$ cat src/rtl/usb_fs_pkg.sv
// Shared constants, state enum and byte-serial CRC helpers for the USB FS receive path.
package usb_fs_pkg;

  localparam logic [1:0] PID_CLASS_SPECIAL = 2'b00;
  localparam logic [1:0] PID_CLASS_TOKEN   = 2'b01;
  localparam logic [1:0] PID_CLASS_HSHK    = 2'b10;
  localparam logic [1:0] PID_CLASS_DATA    = 2'b11;

  localparam logic [4:0]  CRC5_POLY       = 5'b00101;
  localparam logic [4:0]  CRC5_SEED       = 5'b11111;
  localparam logic [4:0]  CRC5_RESIDUAL   = 5'b01100;
  localparam logic [15:0] CRC16_POLY      = 16'h8005;
  localparam logic [15:0] CRC16_SEED      = 16'hFFFF;
  localparam logic [15:0] CRC16_RESIDUAL  = 16'h800D;

  typedef enum logic [2:0] {
    ST_IDLE,
    ST_PID,
    ST_TOKEN,
    ST_DATA,
    ST_HSHK,
    ST_ERR
  } parser_state_t;

  // Register kept with x^(n-1) in the MSB; wire bits enter LSB-first.
  function automatic logic [4:0] crc5_byte(input logic [4:0] crc, input logic [7:0] data);
    logic [4:0] c;
    c = crc;
    for (int i = 0; i < 8; i++) begin
      if (c[4] ^ data[i]) c = {c[3:0], 1'b0} ^ CRC5_POLY;
      else                c = {c[3:0], 1'b0};
    end
    return c;
  endfunction

  function automatic logic [15:0] crc16_byte(input logic [15:0] crc, input logic [7:0] data);
    logic [15:0] c;
    c = crc;
    for (int i = 0; i < 8; i++) begin
      if (c[15] ^ data[i]) c = {c[14:0], 1'b0} ^ CRC16_POLY;
      else                 c = {c[14:0], 1'b0};
    end
    return c;
  endfunction

endpackage

$ cat src/rtl/usb_fs_rx_pkt_parser_if.sv
// Byte stream from the line decoder and packet strobes/fields toward the protocol engines.
interface usb_fs_rx_pkt_parser_if;
  logic        rx_sop;
  logic        rx_byte_valid;
  logic [7:0]  rx_byte;
  logic        rx_eop;
  logic        rx_err;

  logic        rx_pkt_start;
  logic        rx_pkt_end;
  logic        rx_pkt_valid;
  logic [3:0]  rx_pid;
  logic [6:0]  rx_addr;
  logic [3:0]  rx_endp;
  logic [10:0] rx_frame_num;
  logic        rx_data_put;
  logic [7:0]  rx_data;

  modport master (
    output rx_sop, rx_byte_valid, rx_byte, rx_eop, rx_err,
    input  rx_pkt_start, rx_pkt_end, rx_pkt_valid, rx_pid, rx_addr, rx_endp,
           rx_frame_num, rx_data_put, rx_data
  );

  modport slave (
    input  rx_sop, rx_byte_valid, rx_byte, rx_eop, rx_err,
    output rx_pkt_start, rx_pkt_end, rx_pkt_valid, rx_pid, rx_addr, rx_endp,
           rx_frame_num, rx_data_put, rx_data
  );
endinterface

$ cat src/rtl/usb_fs_crc16_byte.sv
// Byte-serial CRC16 (x^16+x^15+x^2+1) register; match compares the next value to the residual.
module usb_fs_crc16_byte
  import usb_fs_pkg::*;
(
  input  logic       clk,
  input  logic       reset_n,
  input  logic       init,
  input  logic       update,
  input  logic [7:0] data,
  output logic       match
);

  logic [15:0] crc_reg;
  logic [15:0] crc_next;

  always_comb begin
    crc_next = crc_reg;
    if (init)        crc_next = CRC16_SEED;
    else if (update) crc_next = crc16_byte(crc_reg, data);
  end

  // Looking at the next value lets a byte coinciding with EOP still count.
  assign match = (crc_next == CRC16_RESIDUAL);

  always_ff @(posedge clk or negedge reset_n) begin
    if (!reset_n) crc_reg <= CRC16_SEED;
    else          crc_reg <= crc_next;
  end

endmodule

$ cat src/rtl/usb_fs_rx_pkt_parser.sv
// USB full-speed receive packet parser: framed bytes in, packet strobes and fields out.
// Define USB_RX_CRC_CHECK_EN to build the CRC5/CRC16 checks that gate rx_pkt_valid.
module usb_fs_rx_pkt_parser
  import usb_fs_pkg::*;
#(
  parameter int MAX_PKT_BYTES = 64
) (
  input logic                   clk,
  input logic                   reset_n,
  usb_fs_rx_pkt_parser_if.slave bus
);

  localparam int               CNT_W   = $clog2(MAX_PKT_BYTES + 4);
  localparam logic [CNT_W-1:0] CNT_MAX = CNT_W'(MAX_PKT_BYTES + 3);

  parser_state_t    state_reg, state_next, pid_state, eff_state;
  logic [CNT_W-1:0] cnt_reg, cnt_next;
  logic             ovf_reg, ovf_next;
  logic             abort, byte_ok, verdict, crc5_ok, crc16_ok;

  logic        pkt_start_reg, pkt_end_reg, pkt_valid_reg, data_put_reg;
  logic        pkt_start_next, pkt_end_next, pkt_valid_next, data_put_next;
  logic [7:0]  data_reg, data_next;
  logic [3:0]  pid_reg, pid_next;
  logic [6:0]  addr_reg, addr_next;
  logic [3:0]  endp_reg, endp_next;
  logic [10:0] frame_reg, frame_next;

  assign abort   = bus.rx_err | bus.rx_sop;
  assign byte_ok = bus.rx_byte_valid & ~abort;

  always_comb begin
    pid_state = ST_ERR;
    if (bus.rx_byte[7:4] == ~bus.rx_byte[3:0]) begin
      case (bus.rx_byte[1:0])
        PID_CLASS_TOKEN: pid_state = ST_TOKEN;
        PID_CLASS_DATA:  pid_state = ST_DATA;
        PID_CLASS_HSHK:  pid_state = ST_HSHK;
        default:         pid_state = ST_ERR;
      endcase
    end
  end

  // State the packet would be judged in if EOP arrives together with the PID byte.
  assign eff_state = (state_reg == ST_PID && bus.rx_byte_valid) ? pid_state : state_reg;

  // The count saturates; the overflow flag remembers that bytes were dropped.
  always_comb begin
    cnt_next = cnt_reg;
    ovf_next = ovf_reg;
    if (bus.rx_sop) begin
      cnt_next = '0;
      ovf_next = 1'b0;
    end else if (bus.rx_byte_valid && state_reg != ST_IDLE) begin
      if (cnt_reg == CNT_MAX) ovf_next = 1'b1;
      else                    cnt_next = cnt_reg + 1'b1;
    end
  end

`ifdef USB_RX_CRC_CHECK_EN
  logic [4:0] crc5_reg, crc5_next;
  logic       crc5_update;

  assign crc5_update = (state_reg == ST_TOKEN) & bus.rx_byte_valid;
  assign crc5_next   = crc5_update ? crc5_byte(crc5_reg, bus.rx_byte) : crc5_reg;
  assign crc5_ok     = (crc5_next == CRC5_RESIDUAL);

  always_ff @(posedge clk or negedge reset_n) begin
    if (!reset_n)         crc5_reg <= CRC5_SEED;
    else if (bus.rx_sop)  crc5_reg <= CRC5_SEED;
    else                  crc5_reg <= crc5_next;
  end

  usb_fs_crc16_byte u_crc16 (
    .clk     (clk),
    .reset_n (reset_n),
    .init    (bus.rx_sop),
    .update  ((state_reg == ST_DATA) & bus.rx_byte_valid),
    .data    (bus.rx_byte),
    .match   (crc16_ok)
  );
`else
  assign crc5_ok  = 1'b1;
  assign crc16_ok = 1'b1;
`endif

  always_comb begin
    verdict = 1'b0;
    if (!abort) begin
      case (eff_state)
        ST_TOKEN: verdict = (cnt_next == CNT_W'(3)) && crc5_ok;
        ST_DATA:  verdict = !ovf_next && (cnt_next >= CNT_W'(3)) && crc16_ok;
        ST_HSHK:  verdict = (cnt_next == CNT_W'(1));
        default:  verdict = 1'b0;
      endcase
    end
  end

  always_ff @(posedge clk or negedge reset_n) begin
    if (!reset_n) begin
      state_reg <= ST_IDLE;
      cnt_reg   <= '0;
      ovf_reg   <= 1'b0;
    end else begin
      state_reg <= state_next;
      cnt_reg   <= cnt_next;
      ovf_reg   <= ovf_next;
    end
  end

  always_comb begin
    state_next = state_reg;
    case (state_reg)
      ST_IDLE: if (bus.rx_sop) state_next = ST_PID;
      default: begin
        if (bus.rx_eop)                                  state_next = ST_IDLE;
        else if (abort)                                  state_next = ST_ERR;
        else if (state_reg == ST_PID && bus.rx_byte_valid) state_next = pid_state;
      end
    endcase
  end

  always_comb begin
    pkt_start_next = (state_reg == ST_IDLE) && bus.rx_sop;
    pkt_end_next   = (state_reg != ST_IDLE) && bus.rx_eop;
    pkt_valid_next = pkt_end_next && verdict;
    data_put_next  = (state_reg == ST_DATA) && byte_ok && (cnt_reg < CNT_MAX);
    data_next      = data_put_next ? bus.rx_byte : data_reg;
    pid_next       = pid_reg;
    addr_next      = addr_reg;
    endp_next      = endp_reg;
    frame_next     = frame_reg;
    if (state_reg == ST_PID && byte_ok) pid_next = bus.rx_byte[3:0];
    if (state_reg == ST_TOKEN && byte_ok) begin
      if (cnt_reg == CNT_W'(1)) begin
        addr_next       = bus.rx_byte[6:0];
        endp_next[0]    = bus.rx_byte[7];
        frame_next[7:0] = bus.rx_byte;
      end else if (cnt_reg == CNT_W'(2)) begin
        endp_next[3:1]   = bus.rx_byte[2:0];
        frame_next[10:8] = bus.rx_byte[2:0];
      end
    end
  end

  always_ff @(posedge clk or negedge reset_n) begin
    if (!reset_n) begin
      pkt_start_reg <= 1'b0;
      pkt_end_reg   <= 1'b0;
      pkt_valid_reg <= 1'b0;
      data_put_reg  <= 1'b0;
      data_reg      <= '0;
      pid_reg       <= '0;
      addr_reg      <= '0;
      endp_reg      <= '0;
      frame_reg     <= '0;
    end else begin
      pkt_start_reg <= pkt_start_next;
      pkt_end_reg   <= pkt_end_next;
      pkt_valid_reg <= pkt_valid_next;
      data_put_reg  <= data_put_next;
      data_reg      <= data_next;
      pid_reg       <= pid_next;
      addr_reg      <= addr_next;
      endp_reg      <= endp_next;
      frame_reg     <= frame_next;
    end
  end

  assign bus.rx_pkt_start = pkt_start_reg;
  assign bus.rx_pkt_end   = pkt_end_reg;
  assign bus.rx_pkt_valid = pkt_valid_reg;
  assign bus.rx_data_put  = data_put_reg;
  assign bus.rx_data      = data_reg;
  assign bus.rx_pid       = pid_reg;
  assign bus.rx_addr      = addr_reg;
  assign bus.rx_endp      = endp_reg;
  assign bus.rx_frame_num = frame_reg;

endmodule
$ cat src/flat_wrapper.sv
// flat-port wrapper written by rule: the top's interface ports become plain ports
module usb_fs_rx_pkt_parser_flat import usb_fs_pkg::*;
#(
  parameter int MAX_PKT_BYTES = 64
)
  (clk, reset_n, bus_rx_sop, bus_rx_byte_valid, bus_rx_byte, bus_rx_eop, bus_rx_err, bus_rx_pkt_start, bus_rx_pkt_end, bus_rx_pkt_valid, bus_rx_pid, bus_rx_addr, bus_rx_endp, bus_rx_frame_num, bus_rx_data_put, bus_rx_data);
  usb_fs_rx_pkt_parser_if bus_i ();
  input logic clk;
  input logic reset_n;
  input wire logic [$bits(bus_i.rx_sop)-1:0] bus_rx_sop;
  input wire logic [$bits(bus_i.rx_byte_valid)-1:0] bus_rx_byte_valid;
  input wire logic [$bits(bus_i.rx_byte)-1:0] bus_rx_byte;
  input wire logic [$bits(bus_i.rx_eop)-1:0] bus_rx_eop;
  input wire logic [$bits(bus_i.rx_err)-1:0] bus_rx_err;
  output wire logic [$bits(bus_i.rx_pkt_start)-1:0] bus_rx_pkt_start;
  output wire logic [$bits(bus_i.rx_pkt_end)-1:0] bus_rx_pkt_end;
  output wire logic [$bits(bus_i.rx_pkt_valid)-1:0] bus_rx_pkt_valid;
  output wire logic [$bits(bus_i.rx_pid)-1:0] bus_rx_pid;
  output wire logic [$bits(bus_i.rx_addr)-1:0] bus_rx_addr;
  output wire logic [$bits(bus_i.rx_endp)-1:0] bus_rx_endp;
  output wire logic [$bits(bus_i.rx_frame_num)-1:0] bus_rx_frame_num;
  output wire logic [$bits(bus_i.rx_data_put)-1:0] bus_rx_data_put;
  output wire logic [$bits(bus_i.rx_data)-1:0] bus_rx_data;
  assign bus_i.rx_sop = bus_rx_sop;
  assign bus_i.rx_byte_valid = bus_rx_byte_valid;
  assign bus_i.rx_byte = bus_rx_byte;
  assign bus_i.rx_eop = bus_rx_eop;
  assign bus_i.rx_err = bus_rx_err;
  assign bus_rx_pkt_start = bus_i.rx_pkt_start;
  assign bus_rx_pkt_end = bus_i.rx_pkt_end;
  assign bus_rx_pkt_valid = bus_i.rx_pkt_valid;
  assign bus_rx_pid = bus_i.rx_pid;
  assign bus_rx_addr = bus_i.rx_addr;
  assign bus_rx_endp = bus_i.rx_endp;
  assign bus_rx_frame_num = bus_i.rx_frame_num;
  assign bus_rx_data_put = bus_i.rx_data_put;
  assign bus_rx_data = bus_i.rx_data;
  usb_fs_rx_pkt_parser #(.MAX_PKT_BYTES(MAX_PKT_BYTES)) u_core (.clk(clk), .reset_n(reset_n), .bus(bus_i));
endmodule
$ cat config.mk
export PLATFORM = sky130hd
export DESIGN_NAME = usb_fs_rx_pkt_parser_flat
export DESIGN_NICKNAME = d
export VERILOG_FILES = /design/src/rtl/usb_fs_pkg.sv /design/src/rtl/usb_fs_rx_pkt_parser_if.sv /design/src/rtl/usb_fs_crc16_byte.sv /design/src/rtl/usb_fs_rx_pkt_parser.sv /design/src/flat_wrapper.sv
export SDC_FILE = /design/constraint.sdc
export NUM_CORES = 1
export LEC_CHECK = 0
export ABC_CLOCK_PERIOD_IN_PS = 2580
export CORE_MARGIN = 2
export CORE_UTILIZATION = 48
export DETAILED_ROUTE_END_ITERATION = 10
export GPL_TIMING_DRIVEN = 0
export PLACE_DENSITY = 0.85
export SYNTH_ARGS = -nofsm -noshare
export SYNTH_HDL_FRONTEND = slang
export SYNTH_SLANG_ARGS = --single-unit
$ cat constraint.sdc
create_clock -name clk -period 2.58 [get_ports clk]
set_input_delay 0.387 -clock clk [delete_from_list [all_inputs] [get_ports clk]]
set_output_delay 0.387 -clock clk [all_outputs]
set_load 0.02 [all_outputs]
==> results.cfg, run 1 <==
[clocking]
h-tree-depth = 2
numCtsBuffers = 5
clkSlewWorstSetupHoldPaths_ns = 0.08
ctsLongestPathBuffers = 2
ctsResizeCount = 0
post-cts-setup-buffers = 0
postCtsHoldBufs = 0
clock_sink_count = 38
clkLatencyLatePin_ns = 0.29
cts_tree = done
cts-root-buf = clkbuf_8

[timing]
finalWorstSetupSlack_ns = 0.329
period_share_pct = 87.2
skew_ns = 0.00771
tns_ns = 0
setup_viol = 0
timing.slew.headroom_pct = 44.8
holdWs_ns = 0.189
grt_setup_unrepaired = false
fmax_mhz = 444
drv_slew = 0
final.min_clock_period_ns = 2.25
hold_viol_final = 0
tightest_slew_ns = 0.828

[place]
gp_congestion = 0.874
post-place-ws_ns = 0.0471
place_area_mm2 = 0.00253
placed_cells = 275
dp_hpwl_um = 3020
portBuffers = 50

[final_layout]
largest_reg_flops = 11
multi_input_comb_area_um2 = 901
seqCellArea_um2 = 951
instances_no_fill = 283
fillCellCount = 330
area.growth.synth_to_final_pct = 33.1
nNetsFinal = 254
drive_gt1_share_pct = 21.5
insertedDiodeCount = 0
finalInstanceArea_mm2 = 0.00263
fin_util_pct = 66.1

[routing]
postRouteAntennaNets = 0
detail_route.wl_per_cell_um = 14.5
num_vias = 1490
wl_um = 4090
drt_iter0_drc = 47
dr.pass1.iters = 4
vias_per_cell = 5.27
drc_errors = 0

[synth]
synth_top_area_share_pct = 48.2
synth_warnings = 0
netlist_area_mm2 = 0.00197
synth_edf_count = 0
ys_ff_latch = 38
synth_area_leaders = dfrtp_1 48%, mux2_2 11%, ha_1 5.1%
synth_cell_types = 41
synth_common_cells = 38 x dfrtp_1, 19 x mux2_2, 16 x nand2_1, 13 x nor2_1, 11 x buf_4
syn_avg_cell_area_um2 = 11.3
synth_flop_cell = dfrtp_1
yosysTopAreaCell = dfrtp_1
syn-num-nets = 197
yosysMostFrequentCell = dfrtp_1
synth_cells = 175
seq_area_frac_synth_pct = 48.2
ys_async_sr_fraction_pct = 100

[global_routing]
grt_pass1_vias = 1477
grtUsageTotal_pct = 20.0
grt_max_degree = 39
grt_overflow = 0
antenna_found_initial = 0
grt_pass1_wl_um = 6800

[floorplanning]
placementRows = 23
die-area_mm2 = 0.00464
fp.dieW_um = 68.1
initial_utilization_pct = 49.7
ios = 52
coreArea_mm2 = 0.00397
die_y_um = 68.1

[setup_path]
path_class = flop to flop
crit_path_end_kind = flop
critical_path_arrival_ns = 2.43
worstPathMaxFanout = 10
worst_setup_path_start_kind = flop
required_ns = 2.75

[run]
maxCapViolCount = 0

[power_and_ir_drop]
powerDensity_mw_per_mm2 = 555
p_leak_nw = 1.18
peakVddDrop_v = 0.000331
p_total_mw = 1.46

[hold_path]
hold_path_class = input pin to asynchronous set/reset pin

[run_status]
status = finished clean
-- kinds of logic after synthesis --
family	share of synthesized area, %
flip-flops	48.2
multiplexers	10.9
adder cells (fa/ha/maj)	5.08
AO/OA/AOI/OAI	12.4
XOR/XNOR	5.33
buffers and inverters	6.09
AND/OR/NAND/NOR	12.0
-- worst max-delay path: stages, from the launching register on --
cell     delay (ns)
dfrtp_1        0.45
nor4_1         0.67
nand4_1        0.57
mux2_2         0.45
-- cell usage in the layout, fill, tap and decap left out, drive strengths merged, types with 3 or more instances in the layout --
master          n
o21ai           8
xnor2           6
mux2           19
dfrtp          38
a21oi           3
nand2          16
buf            12
nor3            3
nor2           13
clkbuf          9
inv             7
ha              8
xor2            6
clkdlybuf4s50  49
-- power by group --
part           switching, mW  internal, mW  leakage [nW]  total (mW)
clock network          0.212         0.215        0.0472       0.426
registers             0.0491         0.647         0.518       0.696
logic                  0.182         0.151         0.611       0.333
-- final timing paths --
kind | startpoint | endpoint | slack [ns] | cells past startpoint
worst min-delay path | reset_n | u_core.bus.rx_pkt_end | 0.19 | 1
worst max register to register | u_core.cnt_reg[4] | u_core.bus.rx_frame_num[3] | 0.33 | 3
worst min register to register | u_core.bus.rx_pid[0] | u_core.bus.rx_pid[0] | 0.50 | 2
max in group asynchronous | reset_n | u_core.bus.rx_frame_num[2] | 1.86 | 1
min in group clk | bus_rx_sop | u_core.cnt_reg[6] | 0.47 | 2
worst max-delay path | u_core.cnt_reg[4] | u_core.bus.rx_frame_num[3] | 0.33 | 3
-- cell type report --
| class | instances | share of cell area (%) |
|---|---|---|
| Sequential cell | 38 | 36.2 |
| Multi-Input combinational cell | 116 | 34.3 |
| Clock buffer | 6 | 3.15 |
| Clock inverter | 2 | 0.477 |
| Inverter | 7 | 1.00 |
| Tap cell | 50 | 2.38 |
| Timing Repair Buffer | 50 | 18.9 |
| Buffer | 14 | 3.57 |
-- per-layer routing --
metal  up-vias  track usage, %  part of all wire (%)
met2        41            32.9                    47
met1       724            24.9                    45
li1        721               -                     -
met5         -               0                     0
met3         4            6.91                   6.6
met4         0            6.00                   1.1
Note: power is estimated with default switching activity, not from simulation.
==> run 2: changes to the inputs <==
--- a/config.mk
+++ b/config.mk
@@ -10,7 +10,8 @@
 export CORE_UTILIZATION = 48
 export DETAILED_ROUTE_END_ITERATION = 10
 export GPL_TIMING_DRIVEN = 0
-export PLACE_DENSITY = 0.85
+export PLACE_DENSITY_LB_ADDON = 0.2
+export SKIP_LAST_GASP = 1
 export SYNTH_ARGS = -nofsm -noshare
 export SYNTH_HDL_FRONTEND = slang
 export SYNTH_SLANG_ARGS = --single-unit
==> run 2 against run 1 <==
Net effect: global-route usage up 1.1 points; largest power group unchanged; clock skew is 0.00094 ns higher; highest routed layer unchanged; setup slack worse by 0.013 ns; count of clock-buffer cells in the layout unchanged; clock power is 19% higher; sequential power is essentially flat; critical endpoint is now u_core.bus.rx_pkt_valid.
==> results.cfg, run 2 (synthesis gave the netlist of run 1 again) <==
[run_status]
status = finished clean

[routing]
dr.pass1.iters = 4
vias_per_cell = 5.34
postRouteAntennaNets = 0
num_vias = 1505
wl_um = 4290
drc_errors = 0
detail_route.wl_per_cell_um = 15.2
drt_iter0_drc = 116

[floorplanning]
placementRows = 23
fp.dieW_um = 68.1
initial_utilization_pct = 49.7
die-area_mm2 = 0.00464
die_y_um = 68.1
coreArea_mm2 = 0.00397
ios = 52

[global_routing]
grt_pass1_vias = 1531
grt_max_degree = 39
grt_overflow = 0
grt_pass1_wl_um = 7200
antenna_found_initial = 0
grtUsageTotal_pct = 21.1

[setup_path]
path_class = input pin to flop
reg2reg_from = u_core.cnt_reg[3]
r2r_end = u_core.bus.rx_frame_num[5]
required_ns = 2.77
regToRegSetupSlack_ns = 0.41
critical_path_arrival_ns = 2.45
worst_setup_path_start_kind = input pin
worstPathMaxFanout = 6
worstRegToRegCells = 4
crit_path_end_kind = flop

[clocking]
cts_tree = done
numCtsBuffers = 5
h-tree-depth = 2
clkSlewWorstSetupHoldPaths_ns = 0.07
clock_sink_count = 38
postCtsHoldBufs = 0
post-cts-setup-buffers = 0
ctsLongestPathBuffers = 2
cts-root-buf = clkbuf_8
clkLatencyLatePin_ns = 0.28
ctsResizeCount = 0

[place]
gp_congestion = 0.855
dp_hpwl_um = 3300
portBuffers = 50
placed_cells = 275

[final_layout]
area.growth.synth_to_final_pct = 34.0
final_cell_mix = 49 x clkdlybuf4s50_1, 38 x dfrtp_1, 19 x mux2_2
nNetsFinal = 254
fin_util_pct = 66.5
insertedDiodeCount = 0
instances_no_fill = 282
largest_reg_flops = 11
final_common_cell = clkdlybuf4s50_1
drive_gt1_share_pct = 21.1

[timing]
tns_ns = 0
drv_slew = 0
hold_viol_final = 0
grt_setup_unrepaired = false
timing.slew.headroom_pct = 44.9
setup_viol = 0
period_share_pct = 87.7
skew_ns = 0.00866
holdWs_ns = 0.199
final.min_clock_period_ns = 2.26
fmax_mhz = 442
tightest_slew_ns = 0.826

[power_and_ir_drop]
p_total_mw = 1.55
power_frac_seq_pct = 45.1
powerDensity_mw_per_mm2 = 585
p_sw_mw = 0.437
peakVddDrop_v = 0.000490
pwr-share-comb_pct = 22.1
power_frac_clock_pct = 32.9
p_int_mw = 1.11
p_leak_nw = 1.19
netSwitchingFraction_pct = 28.2

[hold_path]
hold_path_class = input pin to asynchronous set/reset pin

[run]
maxCapViolCount = 0
[run 2: worst max-delay path by stage]
stage                                       end  cells past startpoint               from  slack (ns)
floorplan           u_core.bus.rx_frame_num[10]                      6         bus_rx_sop        0.62
global placement        u_core.bus.rx_pkt_valid                      8     bus_rx_byte[0]        0.12
detailed placement      u_core.bus.rx_pkt_valid                      8     bus_rx_byte[0]        0.05
CTS                     u_core.bus.rx_pkt_valid                      8     bus_rx_byte[0]        0.33
global route         u_core.bus.rx_frame_num[3]                      4  u_core.cnt_reg[3]        0.14
finish                  u_core.bus.rx_pkt_valid                      8     bus_rx_byte[0]        0.32
[run 2: through the flow]
| stage | setup WS [ns] | area, µm² |
|---|---|---|
| finish | 0.316 | 2640 |
| global route | 0.142 | 2640 |
| CTS | 0.329 | 2640 |
| detailed placement | 0.0539 | 2530 |
| global placement | 0.121 | 2530 |
| floorplan | 0.624 | 1970 |
[run 2: metal layers]
metal  share of wire, %  track usage (%)
met4               0.84             6.75
met2                 54             37.5
met3                6.0             5.76
met1                 40             24.5
met5                  0                0
[run 2: area by class of cell]
type                       count  area [µm²]
timing repair buffer          50         495
buffer                        14        93.8
multi-input combinational    116         901
clock inverter                 1        30.0
clock buffer                   6        82.6
tap                           50        62.6
inverter                       7        26.3
sequential                    38         951
fill                         323        1330
[run 2: critical path, cell delays in order]
cell	delay, ns
clkdlybuf4s50_1	0.59
inv_1	0.14
ha_1	0.32
nand2_1	0.06
o21ai_0	0.19
a2111oi_2	0.45
a31oi_1	0.11
a311oi_2	0.20
[run 2: power groups by stage]
| stage | Sequential (mW) | Combinational, mW | Clock (mW) |
|---|---|---|---|
| 5_1_grt | 0.704 | 0.372 | 0.542 |
| 3_3_place_gp | 0.703 | 0.330 | 0 |
| 3_5_place_dp | 0.706 | 0.340 | 0 |
| 6_report | 0.697 | 0.341 | 0.508 |
| 2_1_floorplan | 0.745 | 0.143 | 0 |
| 4_1_cts | 0.696 | 0.343 | 0.519 |
